[config.mk]
export PLATFORM = sky130hd
export DESIGN_NAME = intr_controller_flat
export DESIGN_NICKNAME = d
export VERILOG_FILES = /design/src/rtl/intr_pkg.sv /design/src/rtl/intr_controller_if.sv /design/src/rtl/intr_prio_enc.sv /design/src/rtl/intr_controller.sv /design/src/flat_wrapper.sv
export SDC_FILE = /design/constraint.sdc
export NUM_CORES = 1
export LEC_CHECK = 0
export CAP_MARGIN = 40
export CELL_PAD_IN_SITES_DETAIL_PLACEMENT = 0
export CELL_PAD_IN_SITES_GLOBAL_PLACEMENT = 1
export CORE_UTILIZATION = 26
export DETAILED_ROUTE_END_ITERATION = 8
export MAX_ROUTING_LAYER = met4
export PLACE_DENSITY = 0.69
export SYNTH_ARGS = -nofsm -noshare
export SYNTH_HDL_FRONTEND = slang
export SYNTH_SLANG_ARGS = --single-unit
[constraint.sdc]
create_clock -name clk -period 1.6 [get_ports clk]
set_clock_uncertainty 0.1 [all_clocks]
set_input_delay 0.24 -clock clk [delete_from_list [all_inputs] [get_ports clk]]
set_output_delay 0.24 -clock clk [all_outputs]
set_load 0.1 [all_outputs]
[src/rtl/intr_pkg.sv]
// Shared widths, the "no source" encoding and the number-to-mask helper
// used by the interrupt controller and its priority encoders.
package intr_pkg;

   localparam int NUM_IRQ = 3;
   localparam int INTNO_W = 2;

   typedef logic [NUM_IRQ-1:0] irq_vec_t;
   typedef logic [INTNO_W-1:0] intno_t;

   localparam intno_t INT_NONE = 2'd0;

   // Source n (1..NUM_IRQ) lives in bit n-1; INT_NONE maps to an empty mask.
   function automatic irq_vec_t src_mask(input intno_t n);
      irq_vec_t v;
      v = '0;
      if (n != INT_NONE) v[n - 2'd1] = 1'b1;
      return v;
   endfunction

endpackage

[src/rtl/intr_controller_if.sv]
// Request/acknowledge bundle between interrupt sources, the controller and the CPU.
interface intr_controller_if;
   import intr_pkg::*;

   irq_vec_t irq;
   logic     intr_ack;
   intno_t   clrNo;
   intno_t   IntNo;
   logic     IntrRequest;
   irq_vec_t pending;
   irq_vec_t in_service;

   modport master (
      output irq, intr_ack, clrNo,
      input  IntNo, IntrRequest, pending, in_service
   );

   modport slave (
      input  irq, intr_ack, clrNo,
      output IntNo, IntrRequest, pending, in_service
   );
endinterface

[src/rtl/intr_prio_enc.sv]
// Fixed-priority encoder: highest set bit of a source vector as a source
// number (source 3 highest), INT_NONE when the vector is empty.
module intr_prio_enc
   import intr_pkg::*;
(
   input  irq_vec_t i_vec,
   output intno_t   o_num
);

   // NOTE: the default first keeps every path assigned, so no latch is inferred.
   always_comb begin
      o_num = INT_NONE;
      if      (i_vec[2]) o_num = 2'd3;
      else if (i_vec[1]) o_num = 2'd2;
      else if (i_vec[0]) o_num = 2'd1;
   end

endmodule

[src/rtl/intr_controller.sv]
// Nesting interrupt controller: edge-latched pending requests, fixed priority,
// a registered CPU request with ack, and in-service tracking cleared by clrNo.
module intr_controller
   import intr_pkg::*;
(
   input logic               clk,
   input logic               rst,
   intr_controller_if.slave  bus
);

   irq_vec_t r_irq_prev;
   irq_vec_t r_pending;
   irq_vec_t r_in_service;
   logic     r_intr_request;
   intno_t   r_int_no;

   irq_vec_t w_rise;
   logic     w_ack;
   irq_vec_t w_ack_mask;
   irq_vec_t w_clr_mask;
   intno_t   w_win;
   intno_t   w_cur_level;
   logic     w_eligible;

   intr_prio_enc u_win_enc (
      .i_vec (r_pending),
      .o_num (w_win)
   );

   intr_prio_enc u_level_enc (
      .i_vec (r_in_service),
      .o_num (w_cur_level)
   );

   assign w_rise     = bus.irq & ~r_irq_prev;
   assign w_ack      = bus.intr_ack & r_intr_request;
   assign w_ack_mask = w_ack ? src_mask(r_int_no) : '0;
   assign w_clr_mask = src_mask(bus.clrNo);
   assign w_eligible = (w_win > w_cur_level);

   // NOTE: non-blocking assignments so every register sees pre-edge values.
   always_ff @(posedge clk) begin
      if (rst) begin
         r_irq_prev     <= bus.irq;
         r_pending      <= '0;
         r_in_service   <= '0;
         r_intr_request <= 1'b0;
         r_int_no       <= INT_NONE;
      end else begin
         r_irq_prev   <= bus.irq;
         // A fresh edge on the acked source re-arms it; an ack beats a clear.
         r_pending    <= (r_pending & ~w_ack_mask) | w_rise;
         r_in_service <= (r_in_service & ~w_clr_mask) | w_ack_mask;
         if (w_ack) begin
            r_intr_request <= 1'b0;
            r_int_no       <= INT_NONE;
         end else begin
            r_intr_request <= w_eligible;
            r_int_no       <= w_eligible ? w_win : INT_NONE;
         end
      end
   end

   assign bus.IntNo       = r_int_no;
   assign bus.IntrRequest = r_intr_request;
   assign bus.pending     = r_pending;
   assign bus.in_service  = r_in_service;

endmodule

[src/flat_wrapper.sv]
// flat-port wrapper written by rule: the top's interface ports become plain ports
module intr_controller_flat import intr_pkg::*;
  (clk, rst, bus_irq, bus_intr_ack, bus_clrNo, bus_IntNo, bus_IntrRequest, bus_pending, bus_in_service);
  intr_controller_if bus_i ();
  input logic clk;
  input logic rst;
  input wire logic [$bits(bus_i.irq)-1:0] bus_irq;
  input wire logic [$bits(bus_i.intr_ack)-1:0] bus_intr_ack;
  input wire logic [$bits(bus_i.clrNo)-1:0] bus_clrNo;
  output wire logic [$bits(bus_i.IntNo)-1:0] bus_IntNo;
  output wire logic [$bits(bus_i.IntrRequest)-1:0] bus_IntrRequest;
  output wire logic [$bits(bus_i.pending)-1:0] bus_pending;
  output wire logic [$bits(bus_i.in_service)-1:0] bus_in_service;
  assign bus_i.irq = bus_irq;
  assign bus_i.intr_ack = bus_intr_ack;
  assign bus_i.clrNo = bus_clrNo;
  assign bus_IntNo = bus_i.IntNo;
  assign bus_IntrRequest = bus_i.IntrRequest;
  assign bus_pending = bus_i.pending;
  assign bus_in_service = bus_i.in_service;
  intr_controller u_core (.clk(clk), .rst(rst), .bus(bus_i));
endmodule
# Word level (Yosys, flattened, before mapping)
# Cells that the tools add are included.
# op_classes
n_addsub,2
order_cmp,5
n_mux,13
bitwise,10
n_reduce_logical,6
# op_table
op,n
$and 3x3->3,3
$mux 3,3
$not 3->3,3
$mux 2,4
$lt 2x3->1 const B,2
$or 3x3->3,2
$demux 1 s2,2
$ge 2x1->1 const B,2
$mux 1,4
$reduce_bool 2->1,2
$sub 2x1->2 const B,2
$reduce_or 3->1,1
$gt 2x2->1,1
$logic_and 1x1->1,2
$reduce_or 2->1,1
$and 1x1->1,1
$not 1->1,1
# totals
regBits,12
output_inout_bits,9
elab_cells,41

# Logic depth before layout (Yosys ltp)
# Gate-level depths: netlist of the first run.
# depth
word_depth,10
ltp_mapped,6
mapped_depth_nobuf,6

# Cells and area by module
# From an unflattened synthesis of the first run, not the netlist that was laid out.
# hier_totals
hier_cells,51
area_unflattened_um2,457.9
# by_module_without_submodules
mod,instances,cells_per_inst,area_each_um2,seq_area_each_um2
intr_controller,1,45,422.9,240.2
intr_prio_enc,2,3,17.5,0.0

# Worst setup path after synthesis of the first run
# OpenSTA, ideal clock, no wires.
# synth_path
kind,register to register
start,register u_core.r_in_service[1] (netlist: u_core.bus.in_service[1])
end,register u_core.r_int_no[1] (netlist: u_core.bus.IntNo[1])
arrival_ns,1.976
t_required_ns,1.435
setup_slack_ns,-0.541
path_stages_with_launch,7
path_buffers,0
synth_period_minus_slack_ns,2.141
cell_sequence,dfxtp_1 inv_1 a21o_1 ha_1 a221oi_2 o21ai_2 nor2b_1
# synth_between
elab_chain_len,5
# synth_rtl
element,line_no,source
"start, declared",intr_controller.sv:13,irq_vec_t r_in_service;
"start signal, assigned",intr_controller.sv:53,r_in_service <= (r_in_service & ~w_clr_mask) | w_ack_mask;
$mux 2,intr_prio_enc.sv:14,else if (i_vec[1]) o_num = 2'd2;
$mux 2,intr_prio_enc.sv:13,if (i_vec[2]) o_num = 2'd3;
$gt 2x2->1,intr_controller.sv:39,assign w_eligible = (w_win > w_cur_level);
$not 1->1 (no line),--,
$reduce_or 3->1 (no line),--,
"end signal, assigned",intr_controller.sv:59,r_int_no <= w_eligible ? w_win : INT_NONE;
"end, declared",intr_controller.sv:15,intno_t r_int_no;
# No other way between the ends.
# A chain may end at the register's enable or synchronous reset.

# Worst setup path after layout of the first run
# layout_path
start,register u_core.r_pending[2] (netlist: u_core.bus.pending[2])
end,register u_core.r_int_no[1] (netlist: u_core.bus.IntNo[1])
# layout_between
elab_chain_len,4
# layout_rtl
element,line_no,source
"start, declared",intr_controller.sv:12,irq_vec_t r_pending;
"start signal, assigned",intr_controller.sv:52,r_pending <= (r_pending & ~w_ack_mask) | w_rise;
$mux 2 *,intr_prio_enc.sv:13,
named net u_core.u_win_enc.o_num[1],intr_prio_enc.sv:7,output intno_t o_num
$gt 2x2->1,intr_controller.sv:39,
$not 1->1 (no line),--,
$reduce_or 3->1 (no line),--,
# The timed path passes the listed nets; every way through them passes the cells marked *.

==> run_results.csv, run 1 <==
group,metric,value,unit
grt,gr-total-overflow,0,
sta,drv_slew,0,
grt,first_global_vias,380,
placed_design,place_inst,79,
detailed_routing,drt.antenna.violating_nets,0,
detailed_routing,routedWlPerCell,11.27,µm
detailed_routing,vias,384,
sta,tns,0,ns
pwr,p_total,736.9,µW
yosys,synth_cells,46,
detailed_routing,first_pass_iters,6,
finish,area_growth,77.31,%
pwr,pwr_density_cell,930.5,nW/µm²
pwr,power_leakage,0.3145,nW
yosys,yosysMostFrequentCell,"dfxtp_1",
clock_tree,worstSkewPairLatency,0.27,ns
sta,relSlewSlack,85.88,%
finish,stdcell_count,83,
setup_path,critPathLaunchType,"register",
placed_design,portBuffers,16,
yosys,syn_area,446.7,µm²
sta,period_minus_slack,1.519,ns
setup_path,crit_chain,"or2_1 > ha_4 > a221oi_2 > o21ai_2 > nor2b_1",
sta,setup_viol,0,
clock_tree,cts_tree,"yes",
setup_path,setup.worst_path.end_class,"register",
setup_path,slowest_delay,0.37,ns
yosys,synth.area.top_cells,"dfxtp_1 54%, a21oi_1 7.8%, nor2b_1 7.0%",
outcome,violations,"DRC",
floorplanning,rows,14,
clock_tree,h-tree-depth,1,
grt,antenna_found_initial,0,
setup_path,cp_max_fo,4,
yosys,yosys.area.top_type,"dfxtp_1",
detailed_routing,route.detailed.drc,2,
floorplanning,dieArea,1888,µm²
floorplanning,die_h,43.45,µm
grt,grt_max_degree,8,
yosys,ys_top_cells_by_count,"12 x dfxtp_1, 7 x a21oi_1, 5 x nor2_1, 5 x nor2b_1, 4 x inv_1",
placed_design,dp_hpwl,739.4,µm
clock_tree,cts_root_buf,"clkbuf_4",
clock_tree,clock_path_buffers,2,
detailed_routing,vias_per_cell,4.627,
yosys,synth-edff-count,0,
yosys,synth-seq-cells,12,
clock_tree,ctsHoldBuffers,0,
clock_tree,cts_buffers,3,
yosys,seq_area_frac_synth,53.78,%
sta,grt_setup_unrepaired,"no",
floorplanning,start_util,28.65,%
finish,seq_area,265.3,µm²
sta,post-route-period-util,94.97,%
yosys,synth.net_count,56,
hold_path,hold_path.class,"primary input to register",
finish,antenna_cells,0,
outcome,status,"complete, but fails checks",
detailed_routing,finalWirelength,935,µm
finish,multi_input_area,207.7,µm²
sta,worst_slack,0.08054,ns
placed_design,dp_slack,0.05011,ns
clock_tree,clk_pin_slew_worst_paths,0.07,ns
grt,track_usage,12.71,%
yosys,synth_warnings,0,
pwr,vdd.ir_drop.worst,0.4451,mV
flow_run,drv_cap,0,
floorplanning,pin_count,17,
setup_path,slowest_stage,"dfxtp_4",
yosys,avgSynthCellArea,9.710,µm²
setup_path,crit_buf_inv,0,
finish,finalNetCount,78,
sta,tightestPinTransition,0.2118,ns
setup_path,worstSetupPathType,"register to register",
yosys,synthArstFlopShare,0,%
yosys,synth.top_cell.area_share,53.78,%
grt,grt_pass1_wl,1607,µm
setup_path,worstPathRequired,1.72,ns
placed_design,gp_congestion,0.8300,
setup_path,path_delay_family,"compound AO/OA/AOI/OAI gates",
setup_path,cp_data_arrival_time,1.64,ns
floorplanning,core_area,1559,µm²
placed_design,place_area,753.2,µm²
yosys,synthFlopType,"dfxtp_1",
finish,num-fill-cells,142,
floorplanning,die_width,43.45,µm
sta,fmax,0.6581,GHz
yosys,yosysUniqueCellTypes,14,
finish,design_area,792.0,µm²
clock_tree,cts.sinks,12,
finish,drive_above_1_share,40.30,%
detailed_routing,drt-initial-drc-count,7,
sta,hold_violations,0,
what timing repair did:
item / CTS / global route
gates resized for setup: 0 / 1
hold endpoints to repair: 0 / 0
buffers inserted: 0 / 0
setup endpoints to repair: 0 / 2
cell usage in the layout (no fill, tap or decap):
cell type and n:
dfxtp_1 4, or2_1 1, a21o_1 2, nand2_1 2, clkbuf_4 3, nor2_1 5, o21ai_0 1, nand4_1 1
inv_2 2, clkdlybuf4s50_1 7, nor2b_1 5, o21ai_2 1, dfxtp_4 6, a221oi_2 1, nand4b_1 2, a21oi_1 6
ha_4 1, buf_4 1, dfxtp_2 2, buf_12 9, inv_1 2, ha_1 1, clkbuf_1 1, a21oi_2 1
routing by layer:
metal | global-route usage, % | part of all wire, % | vias to the layer above
li1 | - | - | 200
met1 | 15.50 | 48 | 164
met2 | 17.58 | 42 | 17
met3 | 3.750 | 7.9 | 3
met4 | 9.375 | 2.6 | 0
met5 | - | 0 | -
flip-flops by register name, indices dropped and copies added, names as in the netlist:
| register | flops |
|---|---|
| u_core.bus.pending | 3 |
| u_core.bus.in_service | 3 |
| u_core.r_irq_prev | 3 |
| u_core.bus.IntrRequest | 1 |
| u_core.bus.IntNo | 2 |
area by class of cell:
cell class,instances,area share [%]
sequential,12,33.49
timing repair buffer,17,32.54
multi-input combinational,30,26.22
clock buffer,4,3.318
tap,16,2.528
inverter,4,1.896
final timing paths:
kind	from	end	slack (ns)	cells past startpoint
max	u_core.bus.pending[2]	u_core.bus.IntNo[1]	0.08	5
min	bus_irq[2]	u_core.r_irq_prev[2]	0.33	1
min reg2reg	u_core.bus.in_service[2]	u_core.bus.in_service[2]	0.40	2
max reg2reg	u_core.bus.pending[2]	u_core.bus.IntNo[1]	0.08	5
cells by family (layout without fill, tap and decap cells):
family / Yosys count / count (layout) / synth area share (%)
compound gates: 12 / 12 / 17.64
simple gates: 16 / 16 / 19.61
fa+ha+maj: 2 / 2 / 5.601
flops: 12 / 12 / 53.78
buf+inv: 4 / 25 / 3.360
report_power, final:
part | internal [mW] | switching [mW] | total [mW]
clock network | 0.0967 | 0.101 | 0.198
registers | 0.310 | 0.0214 | 0.331
logic | 0.0859 | 0.122 | 0.208
through the flow:
step / hold slack (ns) / utilization, %
6_report: 0.3261 / 50.80
5_1_grt: 0.3278 / 50.80
4_1_cts: 0.3268 / 50.00
3_5_place_dp: 0.3922 / 48.31
3_3_place_gp: 0.4003 / 48.31
2_1_floorplan: 0.1677 / -
(Power assumes the default switching activity.)
==> run 2: changes to the inputs <==
--- a/config.mk
+++ b/config.mk
@@ -5,13 +5,14 @@
 export SDC_FILE = /design/constraint.sdc
 export NUM_CORES = 1
 export LEC_CHECK = 0
+export ABC_AREA = 1
 export CAP_MARGIN = 40
 export CELL_PAD_IN_SITES_DETAIL_PLACEMENT = 0
 export CELL_PAD_IN_SITES_GLOBAL_PLACEMENT = 1
 export CORE_UTILIZATION = 26
 export DETAILED_ROUTE_END_ITERATION = 8
 export MAX_ROUTING_LAYER = met4
-export PLACE_DENSITY = 0.69
+export PLACE_DENSITY = 0.7
 export SYNTH_ARGS = -nofsm -noshare
 export SYNTH_HDL_FRONTEND = slang
 export SYNTH_SLANG_ARGS = --single-unit
==> run 2 against run 1 <==
  * The run now ends clean
  * Maximum frequency rose by 0.12%
  * Wire length rose by 11%
  * Die area rose by 6.9%
  * Critical path depth rose by 3
  * Sequential share of layout area fell by 2.0 points
  * Hold slack improved by 0.0055 ns
  * Clock-buffer cell count did not move
  * Combinational power barely moved
  * Cell area rose by 2.2%
  * Clock power rose by 2%
  * Synthesized cell count rose by 35%
  * Critical endpoint unchanged
  * Largest power group unchanged
==> run_results.csv, run 2 <==
group,metric,value,unit
outcome,status,"completed",
setup_path,r2r.worst_path.cells,8,
detailed_routing,drt.antenna.violating_nets,0,
grt,grt_pass1_wl,1614,µm
detailed_routing,vias_per_cell,4.065,
finish,area_growth,68.93,%
grt,gr-total-overflow,0,
flow_run,drv_cap,0,
finish,seq_area,255.2,µm²
detailed_routing,routedWlPerCell,9.602,µm
grt,antenna_found_initial,0,
sta,post-route-period-util,94.85,%
yosys,yosysUniqueCellTypes,13,
setup_path,crit_cells,8,
clock_tree,post_cts_resize_count,0,
sta,relSlewSlack,84.69,%
yosys,avgSynthCellArea,7.729,µm²
floorplanning,die_h,44.93,µm
finish,drive_above_1_share,31.33,%
placed_design,portBuffers,16,
yosys,seq_area_frac_synth,50.13,%
clock_tree,post_cts_buffers,0,
setup_path,slowest_delay,0.37,ns
setup_path,worstSetupPathType,"register to register",
pwr,vdd.ir_drop.worst,0.3494,mV
yosys,synth-edff-count,0,
clock_tree,cts_buffers,3,
yosys,synth_cells,62,
finish,num-fill-cells,182,
yosys,synthFlopType,"dfxtp_1",
pwr,pwr_density_cell,914.7,nW/µm²
grt,track_usage,12.64,%
floorplanning,die_width,44.93,µm
setup_path,crit_chain,"nor2_1 > inv_1 > ha_1 > nand2_1 > inv_1 > nor2_2 > o21ai_2 > nor2_2",
finish,stdcell_count,108,
setup_path,path_delay_family,"simple AND/OR/NAND/NOR gates",
finish,antenna_cells,0,
clock_tree,worstSkewPairLatency,0.28,ns
floorplanning,dieArea,2019,µm²
yosys,synth.area.top_cells,"dfxtp_1 50%, inv_1 10%, nand2_1 7.8%",
floorplanning,start_util,27.75,%
detailed_routing,drt-initial-drc-count,4,
detailed_routing,vias,439,
sta,tns,0,ns
sta,drv_slew,0,
grt,grt_max_degree,8,
yosys,synth-seq-cells,12,
finish,multi_input_area,182.7,µm²
sta,grt_setup_unrepaired,"no",
yosys,syn_area,479.2,µm²
finish,final_common_cell,"inv_1",
setup_path,critPathLaunchType,"register",
clock_tree,h-tree-depth,1,
finish,finalNetCount,94,
yosys,synthArstFlopShare,0,%
yosys,synth.top_cell.area_share,50.13,%
setup_path,cp_data_arrival_time,1.63,ns
clock_tree,clock_path_buffers,2,
clock_tree,clk_pin_slew_worst_paths,0.08,ns
yosys,ys_top_cells_by_count,"13 x inv_1, 12 x dfxtp_1, 10 x nand2_1",
yosys,synth_warnings,0,
placed_design,dp_hpwl,810.8,µm
floorplanning,pin_count,17,
setup_path,worstPathRequired,1.72,ns
clock_tree,cts_tree,"yes",
grt,first_global_vias,389,
yosys,synth.net_count,72,
placed_design,gp_congestion,0.7817,
clock_tree,ctsHoldBuffers,0,
floorplanning,rows,15,
setup_path,cp_max_fo,4,
yosys,yosys.area.top_type,"dfxtp_1",
yosys,yosysMostFrequentCell,"inv_1",
detailed_routing,first_pass_iters,5,
finish,layout_common_cells,"13 x inv_1, 10 x nand2_1, 9 x buf_12",
sta,setup_viol,0,
pwr,p_total,740.4,µW
hold_path,hold_path.class,"primary input to register",
clock_tree,cts.sinks,12,
detailed_routing,route.detailed.drc,0,
setup_path,setup.worst_path.end_class,"register",
clock_tree,cts_root_buf,"clkbuf_4",
hold_path,holdPathStages,1,
setup_path,slowest_stage,"dfxtp_4",
sta,hold_violations,0,
sta,period_minus_slack,1.518,ns
sta,fmax,0.6589,GHz
floorplanning,core_area,1727,µm²
setup_path,crit_buf_inv,2,
placed_design,place_inst,104,
detailed_routing,finalWirelength,1037,µm
pwr,power_leakage,0.3623,nW
sta,tightestPinTransition,0.2297,ns
-- run 2: cells by family after synthesis --
logic type      after synthesis  synth area share [%]
flops                        12                 50.13
buf+inv                      15                 11.75
simple gates                 20                 18.02
fa+ha+maj                     2                 5.221
compound gates               13                 14.88
-- run 2: worst paths after layout --
| check | startpoint | endpoint | slack [ns] |
|---|---|---|---|
| setup / recovery | u_core.bus.pending[1] | u_core.bus.IntNo[1] | 0.08 |
| hold / removal | bus_irq[1] | u_core.r_irq_prev[1] | 0.33 |
| setup reg to reg | u_core.bus.pending[1] | u_core.bus.IntNo[1] | 0.08 |
| hold reg to reg | u_core.r_irq_prev[0] | u_core.bus.pending[0] | 0.38 |
-- run 2: through the flow --
stage	setup slack [ns]	util, %	hold slack, ns	instance area, µm²
after detailed placement	0.1066	45.36	0.3634	783.3
after global placement	0.1687	45.36	0.3522	783.3
final	0.08237	46.88	0.3316	809.5
after global routing	0.01369	46.88	0.3355	809.5
after CTS	0.07608	46.88	0.3295	809.5
after floorplan	0.01578	-	0.1677	494.2
-- run 2: where the power goes --
part	switching, mW	internal (mW)	leakage, nW
Clock	0.105	0.0968	0.0150
Sequential	0.0181	0.313	0.102
Combinational	0.128	0.0791	0.245
-- run 2: layer usage --
layer | vias to the layer above | wire (µm) | GRT usage (%)
met2 | 18 | 461 | 17.39
li1 | 230 | - | -
met1 | 188 | 477 | 14.64
met3 | 3 | 69 | 4.000
met5 | - | 0 | -
met4 | 0 | 29 | 10.91
-- run 2: area by class of cell --
type	count	area share (%)
Clock buffer	4	3.246
Inverter	15	6.955
Multi-Input combinational cell	35	22.57
Sequential cell	12	31.53
Tap cell	25	3.864
Timing Repair Buffer	17	31.84
